`config.mk`:
```
export PLATFORM = sky130hd
export DESIGN_NAME = encoder_job_sched
export DESIGN_NICKNAME = d
export VERILOG_FILES = /design/src/rtl/encoder_job_sched.sv
export SDC_FILE = /design/constraint.sdc
export NUM_CORES = 1
export LEC_CHECK = 0
export BUFFER_PORTS_ARGS = -buffer_cell sky130_fd_sc_hd__buf_2
export CAP_MARGIN = 20
export CORE_ASPECT_RATIO = 1.5
export CORE_MARGIN = 4
export CORE_UTILIZATION = 40
export CTS_CLUSTER_SIZE = 10
export DETAILED_ROUTE_END_ITERATION = 7
export GPL_TIMING_DRIVEN = 0
export PLACE_DENSITY = 0.67
export SETUP_SLACK_MARGIN = 0.3
export SYNTH_ARGS = -nofsm -noshare
export SYNTH_HDL_FRONTEND = slang
export SYNTH_SLANG_ARGS = --single-unit
```
`constraint.sdc`:
```
create_clock -name clk -period 3.4 [get_ports clk]
set_clock_uncertainty 0.05 [all_clocks]
set_input_delay 0.34 -clock clk [delete_from_list [all_inputs] [get_ports clk]]
set_output_delay 0.34 -clock clk [all_outputs]
set_load 0.02 [all_outputs]
```
`src/rtl/encoder_job_sched.sv`:
```
// -----------------------------------------------------------------------------
// encoder_job_sched
//
// Accepts encode jobs from two requesters through a round-robin arbiter. Jobs
// wait in a small FIFO. A four-state controller then runs them one at a time:
// it issues a start pulse, counts the encoder's SPM write beats, and reports
// completion. A job that runs past its cycle budget is reported as an error.
//
// Ports
//   clk, rst_n                       clock, asynchronous active-low reset
//   reqN_valid / reqN_ready          job offer handshake (N = 0, 1)
//   reqN_base_addr, reqN_poly_id     job payload
//   ctrl_start                       one-cycle start pulse to the encoder
//   encode2spm_base_addr, poly_id_o  payload of the active (or last) job
//   encode_wr_en                     encoder SPM write strobe, one beat/cycle
//   done_valid, done_id, done_err    one-cycle completion report
//   busy                             controller active or jobs queued
// -----------------------------------------------------------------------------
module encoder_job_sched #(
  parameter int SPM_ADDR_WIDTH = 14,
  parameter int ID_WIDTH       = 11,
  parameter int FIFO_DEPTH     = 4,
  parameter int WR_PER_JOB     = 4,
  parameter int TIMEOUT        = 65535
) (
  input  logic                      clk,
  input  logic                      rst_n,
  input  logic                      req0_valid,
  output logic                      req0_ready,
  input  logic [SPM_ADDR_WIDTH-1:0] req0_base_addr,
  input  logic [ID_WIDTH-1:0]       req0_poly_id,
  input  logic                      req1_valid,
  output logic                      req1_ready,
  input  logic [SPM_ADDR_WIDTH-1:0] req1_base_addr,
  input  logic [ID_WIDTH-1:0]       req1_poly_id,
  output logic                      ctrl_start,
  output logic [SPM_ADDR_WIDTH-1:0] encode2spm_base_addr,
  output logic [ID_WIDTH-1:0]       poly_id_o,
  input  logic                      encode_wr_en,
  output logic                      done_valid,
  output logic [ID_WIDTH-1:0]       done_id,
  output logic                      done_err,
  output logic                      busy
);

  localparam int PTR_W  = $clog2(FIFO_DEPTH);
  localparam int CNT_W  = PTR_W + 1;
  localparam int BEAT_W = $clog2(WR_PER_JOB + 1);
  localparam int TMO_W  = $clog2(TIMEOUT + 1);

  typedef enum logic [1:0] {S_IDLE, S_START, S_BUSY, S_DONE} state_t;

  state_t                    state_q, state_d;
  logic [SPM_ADDR_WIDTH-1:0] fifo_base [FIFO_DEPTH];
  logic [ID_WIDTH-1:0]       fifo_id   [FIFO_DEPTH];
  logic [PTR_W-1:0]          wr_ptr_q, rd_ptr_q;
  logic [CNT_W-1:0]          count_q;
  logic                      prio_q;     // 0: req0 wins a tie, 1: req1 wins
  logic [SPM_ADDR_WIDTH-1:0] base_q;
  logic [ID_WIDTH-1:0]       id_q;
  logic [BEAT_W-1:0]         beat_q;
  logic [TMO_W-1:0]          tmo_q;
  logic                      err_q;

  logic                      can_accept, grant0, grant1, push, pop;
  logic                      beat_hit, tmo_hit;
  logic [SPM_ADDR_WIDTH-1:0] push_base;
  logic [ID_WIDTH-1:0]       push_id;

  // ---------------------------------------------------------------------------
  // Arbiter: a lone valid requester always wins; a tie goes to the pointer.
  // ---------------------------------------------------------------------------
  assign can_accept = count_q < CNT_W'(FIFO_DEPTH);
  assign grant0     = can_accept & req0_valid & (~req1_valid | ~prio_q);
  assign grant1     = can_accept & req1_valid & (~req0_valid |  prio_q);
  assign req0_ready = grant0;
  assign req1_ready = grant1;
  assign push       = grant0 | grant1;
  assign push_base  = grant1 ? req1_base_addr : req0_base_addr;
  assign push_id    = grant1 ? req1_poly_id   : req0_poly_id;

  // The pop decision uses the registered count, so a job pushed this cycle is
  // never visible to the controller until the next one.
  assign pop = (state_q == S_IDLE) && (count_q != '0);

  // NOTE: clocked state uses non-blocking assignments so every register
  // samples the pre-edge values regardless of statement order.
  always_ff @(posedge clk or negedge rst_n) begin
    if (!rst_n) begin
      wr_ptr_q <= '0;
      rd_ptr_q <= '0;
      count_q  <= '0;
      prio_q   <= 1'b0;
    end else begin
      if (push) wr_ptr_q <= wr_ptr_q + 1'b1;
      if (pop)  rd_ptr_q <= rd_ptr_q + 1'b1;
      case ({push, pop})
        2'b10:   count_q <= count_q + 1'b1;
        2'b01:   count_q <= count_q - 1'b1;
        default: count_q <= count_q;
      endcase
      // The pointer hands priority to whoever was not just served.
      if (grant0)      prio_q <= 1'b1;
      else if (grant1) prio_q <= 1'b0;
    end
  end

  // NOTE: the queue storage has no reset; an entry is only read after it has
  // been written, and leaving it unreset lets it map onto plain RAM.
  always_ff @(posedge clk) begin
    if (push) begin
      fifo_base[wr_ptr_q] <= push_base;
      fifo_id[wr_ptr_q]   <= push_id;
    end
  end

  // ---------------------------------------------------------------------------
  // Job controller
  // ---------------------------------------------------------------------------
  assign beat_hit = encode_wr_en && (beat_q == BEAT_W'(WR_PER_JOB - 1));
  assign tmo_hit  = (tmo_q == TMO_W'(TIMEOUT - 1));

  // NOTE: next-state is assigned a default before the case so no path leaves
  // it unassigned, which would otherwise infer a latch.
  always_comb begin
    state_d = state_q;
    unique case (state_q)
      S_IDLE:  if (count_q != '0) state_d = S_START;
      S_START: state_d = S_BUSY;
      S_BUSY:  if (beat_hit || tmo_hit) state_d = S_DONE;
      S_DONE:  state_d = S_IDLE;
      default: state_d = S_IDLE;
    endcase
  end

  always_ff @(posedge clk or negedge rst_n) begin
    if (!rst_n) begin
      state_q <= S_IDLE;
      base_q  <= '0;
      id_q    <= '0;
      beat_q  <= '0;
      tmo_q   <= '0;
      err_q   <= 1'b0;
    end else begin
      state_q <= state_d;
      case (state_q)
        S_IDLE: begin
          if (pop) begin
            base_q <= fifo_base[rd_ptr_q];
            id_q   <= fifo_id[rd_ptr_q];
          end
        end
        S_START: begin
          beat_q <= '0;
          tmo_q  <= '0;
          err_q  <= 1'b0;
        end
        S_BUSY: begin
          // Both counters stop at most one past their limit because the
          // controller leaves BUSY on the cycle that reaches it.
          if (encode_wr_en) beat_q <= beat_q + 1'b1;
          tmo_q <= tmo_q + 1'b1;
          // A final beat on the last allowed cycle still counts as success.
          if (tmo_hit && !beat_hit) err_q <= 1'b1;
        end
        default: ;
      endcase
    end
  end

  assign ctrl_start           = (state_q == S_START);
  assign done_valid           = (state_q == S_DONE);
  assign done_id              = done_valid ? id_q : '0;
  assign done_err             = done_valid & err_q;
  assign encode2spm_base_addr = base_q;
  assign poly_id_o            = id_q;
  assign busy                 = (state_q != S_IDLE) || (count_q != '0);

endmodule

```
==> results of run 1 <==
-- final cells by class --
class                           instances  area [um2]
Buffer                                 17       147.6
Clock buffer                           18       429.2
Clock inverter                         14       265.3
Fill cell                            1425        8371
Inverter                               19       71.32
Multi-Input combinational cell        204        2170
Sequential cell                       155        4379
Tap cell                              210       262.8
Timing Repair Buffer                  102       595.6
-- worst reg2reg max path, cell delays in order (launching register included) --
cell      delay, ns
dfrtp_1        0.40
inv_1          0.11
ha_1           0.20
nand2b_1       0.13
inv_2          0.23
buf_6          0.23
ha_1           0.21
inv_1          0.06
fa_1           0.37
xor2_1         0.15
nor2_1         0.11
xor2_1         0.15
-- sequential cells by signal, indices dropped and copies added (netlist names) --
| register | cells |
|---|---|
| count_q | 3 |
| beat_q | 3 |
| rd_ptr_q | 2 |
| err_q | 1 |
| fifo_base | 56 |
| tmo_q | 16 |
| wr_ptr_q | 2 |
| encode2spm_base_addr | 14 |
| state_q | 2 |
| poly_id_o | 11 |
| prio_q | 1 |
| fifo_id | 44 |
-- cell usage in the layout, fill, tap and decap left out, drive strengths merged, types with 5 or more instances in the layout --
cell and n:
edfxtp 100, bufinv 7, and2 16, nor4 7, nor2 15, xnor2 12
o21ai 11, a21oi 5, nand2 11, dfrtp 55, ha 13, mux2 51
clkbuf 22, nand4 6, buf 114, mux4 25, nand3 6, inv 22
-- what timing repair did --
item                      CTS  global route
buffers inserted            0             0
hold buffers                1             0
hold endpoints to repair   30             0
-- routing by layer --
metal / vias to the layer above / routed length, um / GRT usage
met5: - / 0 / 0
met4: 0 / 216 / 0.05375
met3: 15 / 578 / 0.03579
met2: 89 / 7192 / 0.2570
met1: 1868 / 5157 / 0.1713
li1: 1727 / - / -
-- kinds of logic after synthesis --
group,count (synthesis),synth area share
AOI/OAI and AO/OA,23,0.02071
xor gates and xnor gates,16,0.02071
adders and majority gates,14,0.02699
buffers and inverters,36,0.03235
DFF,155,0.6471
muxes,79,0.1864
and+or+nand+nor,72,0.06582
-- metrics by stage --
| stage | area, um2 | hold slack [ns] | std cells | utilization | total power [W] |
|---|---|---|---|---|---|
| 6_report | 8320 | 0.1910 | 739 | 0.4985 | 0.007739 |
| 5_1_grt | 8320 | 0.1879 | 739 | 0.4985 | 0.008157 |
| 4_1_cts | 8320 | 0.1747 | 739 | 0.4985 | 0.007853 |
| 3_5_place_dp | 7616 | 0.4262 | 706 | 0.4563 | 0.005616 |
| 3_3_place_gp | 7511 | 0.4255 | 701 | 0.4500 | 0.005457 |
| 2_1_floorplan | 6768 | -0.005591 | 395 | - | 0.004799 |
-- worst paths after layout --
| path | cells past startpoint | start | slack, ns | to |
|---|---|---|---|---|
| setup / recovery | 11 | state_q[0] | 0.93 | count_q[2] |
| hold / removal | 3 | req0_valid | 0.19 | prio_q |
| setup reg to reg | 11 | state_q[0] | 0.93 | count_q[2] |
| hold reg to reg | 1 | count_q[0] | 0.45 | count_q[0] |
| max in group asynchronous | 3 | rst_n | 2.20 | poly_id_o[7] |
| min in group asynchronous | 2 | rst_n | 0.49 | count_q[2] |
-- power groups by stage --
stage / Clock [W] / Sequential [W] / Combinational (W)
2_1_floorplan: 0 / 0.00300 / 0.00180
4_1_cts: 0.00225 / 0.00284 / 0.00276
3_5_place_dp: 0 / 0.00287 / 0.00274
3_3_place_gp: 0 / 0.00286 / 0.00260
6_report: 0.00221 / 0.00283 / 0.00269
5_1_grt: 0.00233 / 0.00289 / 0.00294
==> flow_summary.json, run 1 <==
{
  "timing.critical_path.required_ns": 3.69,
  "worstSetupStartpointType": "register",
  "power.combinational.fraction": 0.348,
  "syn_to_final_growth_pct": 22.94,
  "drt_first_iter_violations": 151,
  "synth_seq_area_share": 0.6471,
  "mappedNetlistNets": 464,
  "p_sw_frac": 0.3099,
  "power_density_nw_per_um2": 930.1,
  "cells_traversed_along_the_worst_timing_path": "inv_1 -> ha_1 -> nand2b_1 -> inv_2 -> buf_6 -> ha_1 -> inv_1 -> fa_1 -> xor2_1 -> nor2_1 -> xor2_1",
  "endpoint_arrival_time_on_the_critical_path_ns": 2.76,
  "maxSlewHeadroom": 0.4667,
  "synthMostInstantiatedCell": "edfxtp_1",
  "p_leak_nw": 3.343,
  "synth_largest_type_area_fraction": 0.4437,
  "yosysWarnings": 0,
  "finalWirelength_um": 13150,
  "power.net_switching_w": 0.002398,
  "dp_worst_setup_slack_ns": 0.9157,
  "finalWorstPathRequiredPeriod_ns": 2.466,
  "via_count_of_the_first_global_routing_pass": 4044,
  "synth_flop_cell": "edfxtp_1",
  "numPortBuffers": 96,
  "critical-path-max-stage-delay_ns": 0.40,
  "worstSetupPathType": "register to register",
  "route.detailed.drc": 0,
  "final-setup-viol-count": 0,
  "rsz0062_at_grt": "false",
  "wl_per_cell_um": 17.79,
  "period_share": 0.7252,
  "vias": 3699,
  "max_cap_violations": 0,
  "antenna-diode-count": 0,
  "critical_path_peak_fanout": 10,
  "drv_slew": 0,
  "syn_avg_cell_area_um2": 17.13,
  "timing.hold.worst.class": "primary input to register",
  "final_setup_margin_ns": 0.9344,
  "clk_transition_reported_paths_ns": 0.06,
  "ys_types": 38,
  "grt_pass1_wl_um": 21230,
  "post_route_cells_drive_above_1_share": 0.4178,
  "crit_path_top_delay_cell": "dfrtp_1",
  "cts.path.max_buffers": 2,
  "drt_first_pass_iters": 4,
  "gp_congestion": 0.7616,
  "post_cts_resized": 0,
  "final_net_count": 585,
  "detailed_place_hpwl_um": 9256,
  "antenna_found_initial": 0,
  "cts_root_buffer": "clkbuf_16",
  "worst-slew-pin-transition_ns": 0.8000,
  "io_pins": 97,
  "insertion_delay_ns": 0.42,
  "critical-path-top-delay-family": "adder cells",
  "outcome": "completed",
  "global_route.usage.total": 0.1461,
  "global_route.overflow_total": 0,
  "most_used_standard_cells_in_the_synthesized_netlist": "edfxtp_1, dfrtp_1, mux2_2",
  "synth_edf_count": 100,
  "drtAntennaViolNets": 0,
  "power_frac_clock": 0.286,
  "initial_utilization": 0.4055,
  "row_count": 58,
  "vdd_ir_drop_max_v": 0.0004390,
  "setup_tns_ns": 0,
  "clock_tree.htree_level_count": 4,
  "timing.critical_path.to_type": "register",
  "ys_top_cells_by_area": "edfxtp_1, dfrtp_1, mux4_2",
  "fp.dieW_um": 114.2,
  "syn_area_um2": 6768,
  "ys_ff_latch": 155,
  "critPathBufInv": 4,
  "grt_start_max_net_pins": 32,
  "peak_freq_mhz": 405.6,
  "vias_per_cell": 5.005,
  "netlist_instances": 395,
  "p_int_w": 0.005341,
  "die_area_um2": 19110,
  "cts_tree": "yes",
  "numCtsBuffers": 17,
  "asyncSetResetFlopFracSynth": 0.3548,
  "post-synth-top-area-cell": "edfxtp_1",
  "chipHeight_um": 167.3,
  "core_area_um2": 16690,
  "count_of_final_hold_check_violations": 0,
  "seqPwrFrac": 0.366,
  "numClockSinks": 155
}
(Power assumes the default switching activity.)
==> run 2: changes to the inputs <==
Clock period 3.4 ns to 2.4 ns, I/O delays scaled along.
==> run 2 against run 1 <==
Cell area about the same. Cell count up 0.14%. Fmax up 18%. Combinational power up 48%. First-iteration DRC count down 9.3%. Worst hold slack worse by 0.11 ns. Utilization about the same. Clock power up 23%. Global-route usage down 0.42 points. Sequential cell count unchanged. Die area unchanged. Total power up 39%. Critical endpoint unchanged.
==> flow_summary.json, run 2 (same netlist as run 1, synthesis figures left out) <==
{
  "cells_traversed_along_the_worst_timing_path": "inv_2 -> ha_4 -> nand2b_4 -> inv_4 -> buf_12 -> ha_4 -> inv_1 -> fa_1 -> xor2_1 -> nor2_1 -> xor2_1",
  "max_cap_violations": 0,
  "drt_first_iter_violations": 137,
  "crit_path_top_delay_cell": "dfrtp_1",
  "final-instance-count-excl-fill": 740,
  "final_net_count": 586,
  "numPortBuffers": 96,
  "detailed_place_hpwl_um": 9285,
  "timing.critical_path.required_ns": 2.70,
  "top_regs": "fifo_base: 56 flops, fifo_id: 44 flops, tmo_q: 16 flops",
  "global_route.usage.total": 0.1419,
  "worstSetupPathType": "register to register",
  "worstHoldEndpoint": "prio_q",
  "via_count_of_the_first_global_routing_pass": 3891,
  "numCtsBuffers": 17,
  "post_route_cells_drive_above_1_share": 0.4434,
  "layout.cells.most_common_list": "buf_2, edfxtp_1, dfrtp_1, mux2_2",
  "finalWirelength_um": 13110,
  "insertion_delay_ns": 0.42,
  "reg2regPathDepth": 11,
  "groute.layer.met1.usage": 0.1658,
  "count_of_final_hold_check_violations": 0,
  "cts.path.max_buffers": 2,
  "worstSetupStartpointType": "register",
  "hold_start": "req0_valid",
  "core_area_um2": 16690,
  "power_density_nw_per_um2": 1292,
  "row_count": 58,
  "drv_slew": 0,
  "worst-slew-pin-transition_ns": 0.7907,
  "rsz0062_at_grt": "true",
  "clk_transition_reported_paths_ns": 0.07,
  "timing.rr.end": "count_q[2]",
  "timing.hold.worst.class": "primary input to register",
  "numClockSinks": 155,
  "die_area_um2": 19110,
  "reg2reg_setup_slack_ns": 0.31,
  "r2r_start": "state_q[0]",
  "vdd_ir_drop_max_v": 0.0005557,
  "grt_pass1_wl_um": 20530,
  "vias": 3726,
  "outcome": "completed",
  "endpoint_arrival_time_on_the_critical_path_ns": 2.39,
  "placed_cells": 706,
  "timing.critical_path.to_type": "register",
  "vias_per_cell": 5.035,
  "critical-path-max-stage-delay_ns": 0.42,
  "period_share": 0.8712,
  "syn_to_final_growth_pct": 22.87,
  "grt_busiest_layer": "met2",
  "cts_tree": "yes",
  "gp_congestion": 0.7640,
  "met3_usage": 0.03651,
  "clock_tree.htree_level_count": 4,
  "grt_start_max_net_pins": 33,
  "antenna_found_initial": 0,
  "groute.layer.met2.usage": 0.2483,
  "drt_first_pass_iters": 5,
  "route.detailed.drc": 0,
  "peak_freq_mhz": 478.3,
  "final_common_cell": "buf_2",
  "largest_register_ffs": 56,
  "critical_path_peak_fanout": 10,
  "setup_tns_ns": 0,
  "cts_root_buffer": "clkbuf_16",
  "initial_utilization": 0.4055,
  "global_route.overflow_total": 0,
  "hold-path-cell-count": 3,
  "io_pins": 97,
  "maxSlewHeadroom": 0.4729,
  "wl_per_cell_um": 17.71,
  "fp.dieW_um": 114.2,
  "p_leak_nw": 3.324,
  "chipHeight_um": 167.3,
  "antenna-diode-count": 0,
  "drtAntennaViolNets": 0,
  "power.total_w": 0.01074,
  "largest_register": "fifo_base",
  "final-setup-viol-count": 0,
  "finalWorstPathRequiredPeriod_ns": 2.091
}
run 2: changes by cell type in the layout (fill, tap and decap cells not counted), moves of 2 or more:
cell / delta
and2_2: +4
and2_1: -4
ha_4: +2
buf_8: -2
inv_1: -2
ha_1: -2
inv_8: +2
buf_16: +2
clkbuf_1: -2
inv_6: +4
bufinv_16: -5
run 2: worst max-delay path by stage:
stage | from | end | slack (ns) | depth (start not counted)
2_1_floorplan | state_q[0] | count_q[2] | 0.31 | 11
3_3_place_gp | count_q[2] | fifo_id[1][6] | 0.008 | 2
3_5_place_dp | state_q[0] | count_q[2] | -0.006 | 11
4_1_cts | state_q[0] | count_q[2] | 0.22 | 11
5_1_grt | state_q[0] | count_q[2] | 0.21 | 11
6_report | state_q[0] | count_q[2] | 0.31 | 11
run 2: worst max-delay path: cells and delay by family, from the launching register on:
kind          cells  cell delay [ns]
xor+xnor          2             0.30
buf+inv           4             0.38
fa+ha+maj         3             0.67
flops             1             0.42
simple gates      2             0.20
run 2: final cells by class:
cell class | count | area, um2
Buffer | 17 | 157.7
Clock buffer | 17 | 425.4
Clock inverter | 15 | 176.4
Fill cell | 1416 | 8376
Inverter | 19 | 73.82
Multi-Input combinational cell | 204 | 2212
Sequential cell | 155 | 4379
Tap cell | 210 | 262.8
Timing Repair Buffer | 103 | 628.1
run 2: timing repair:
action	CTS	global route
setup buffers	1	0
pin swaps	0	0
setup endpoints to repair	28	45
hold buffers	1	0
endpoints found under the hold margin	31	0
gates resized for setup	4	8
run 2: metrics by stage:
step                        util  cell area (um2)  hold slack (ns)  setup WS (ns)
after floorplan                -             6787          -0.1056         0.3070
after global placement    0.4511             7530           0.4203       0.008442
after detailed placement  0.4589             7660           0.3349      -0.005827
after CTS                 0.4965             8287          0.06258         0.2240
after global routing      0.4982             8315          0.09022         0.2089
final                     0.4982             8315          0.07974         0.3092
run 2: power by group:
group | switching, W | internal (W)
Sequential | 0.000347 | 0.00368
Clock | 0.00115 | 0.00157
Combinational | 0.00205 | 0.00194
Total | 0.00355 | 0.00719
run 2: metal layers:
layer,vias up,part of all wire
met5,-,0
met4,0,0.013
met3,14,0.045
met2,91,0.55
met1,1888,0.39
li1,1733,-
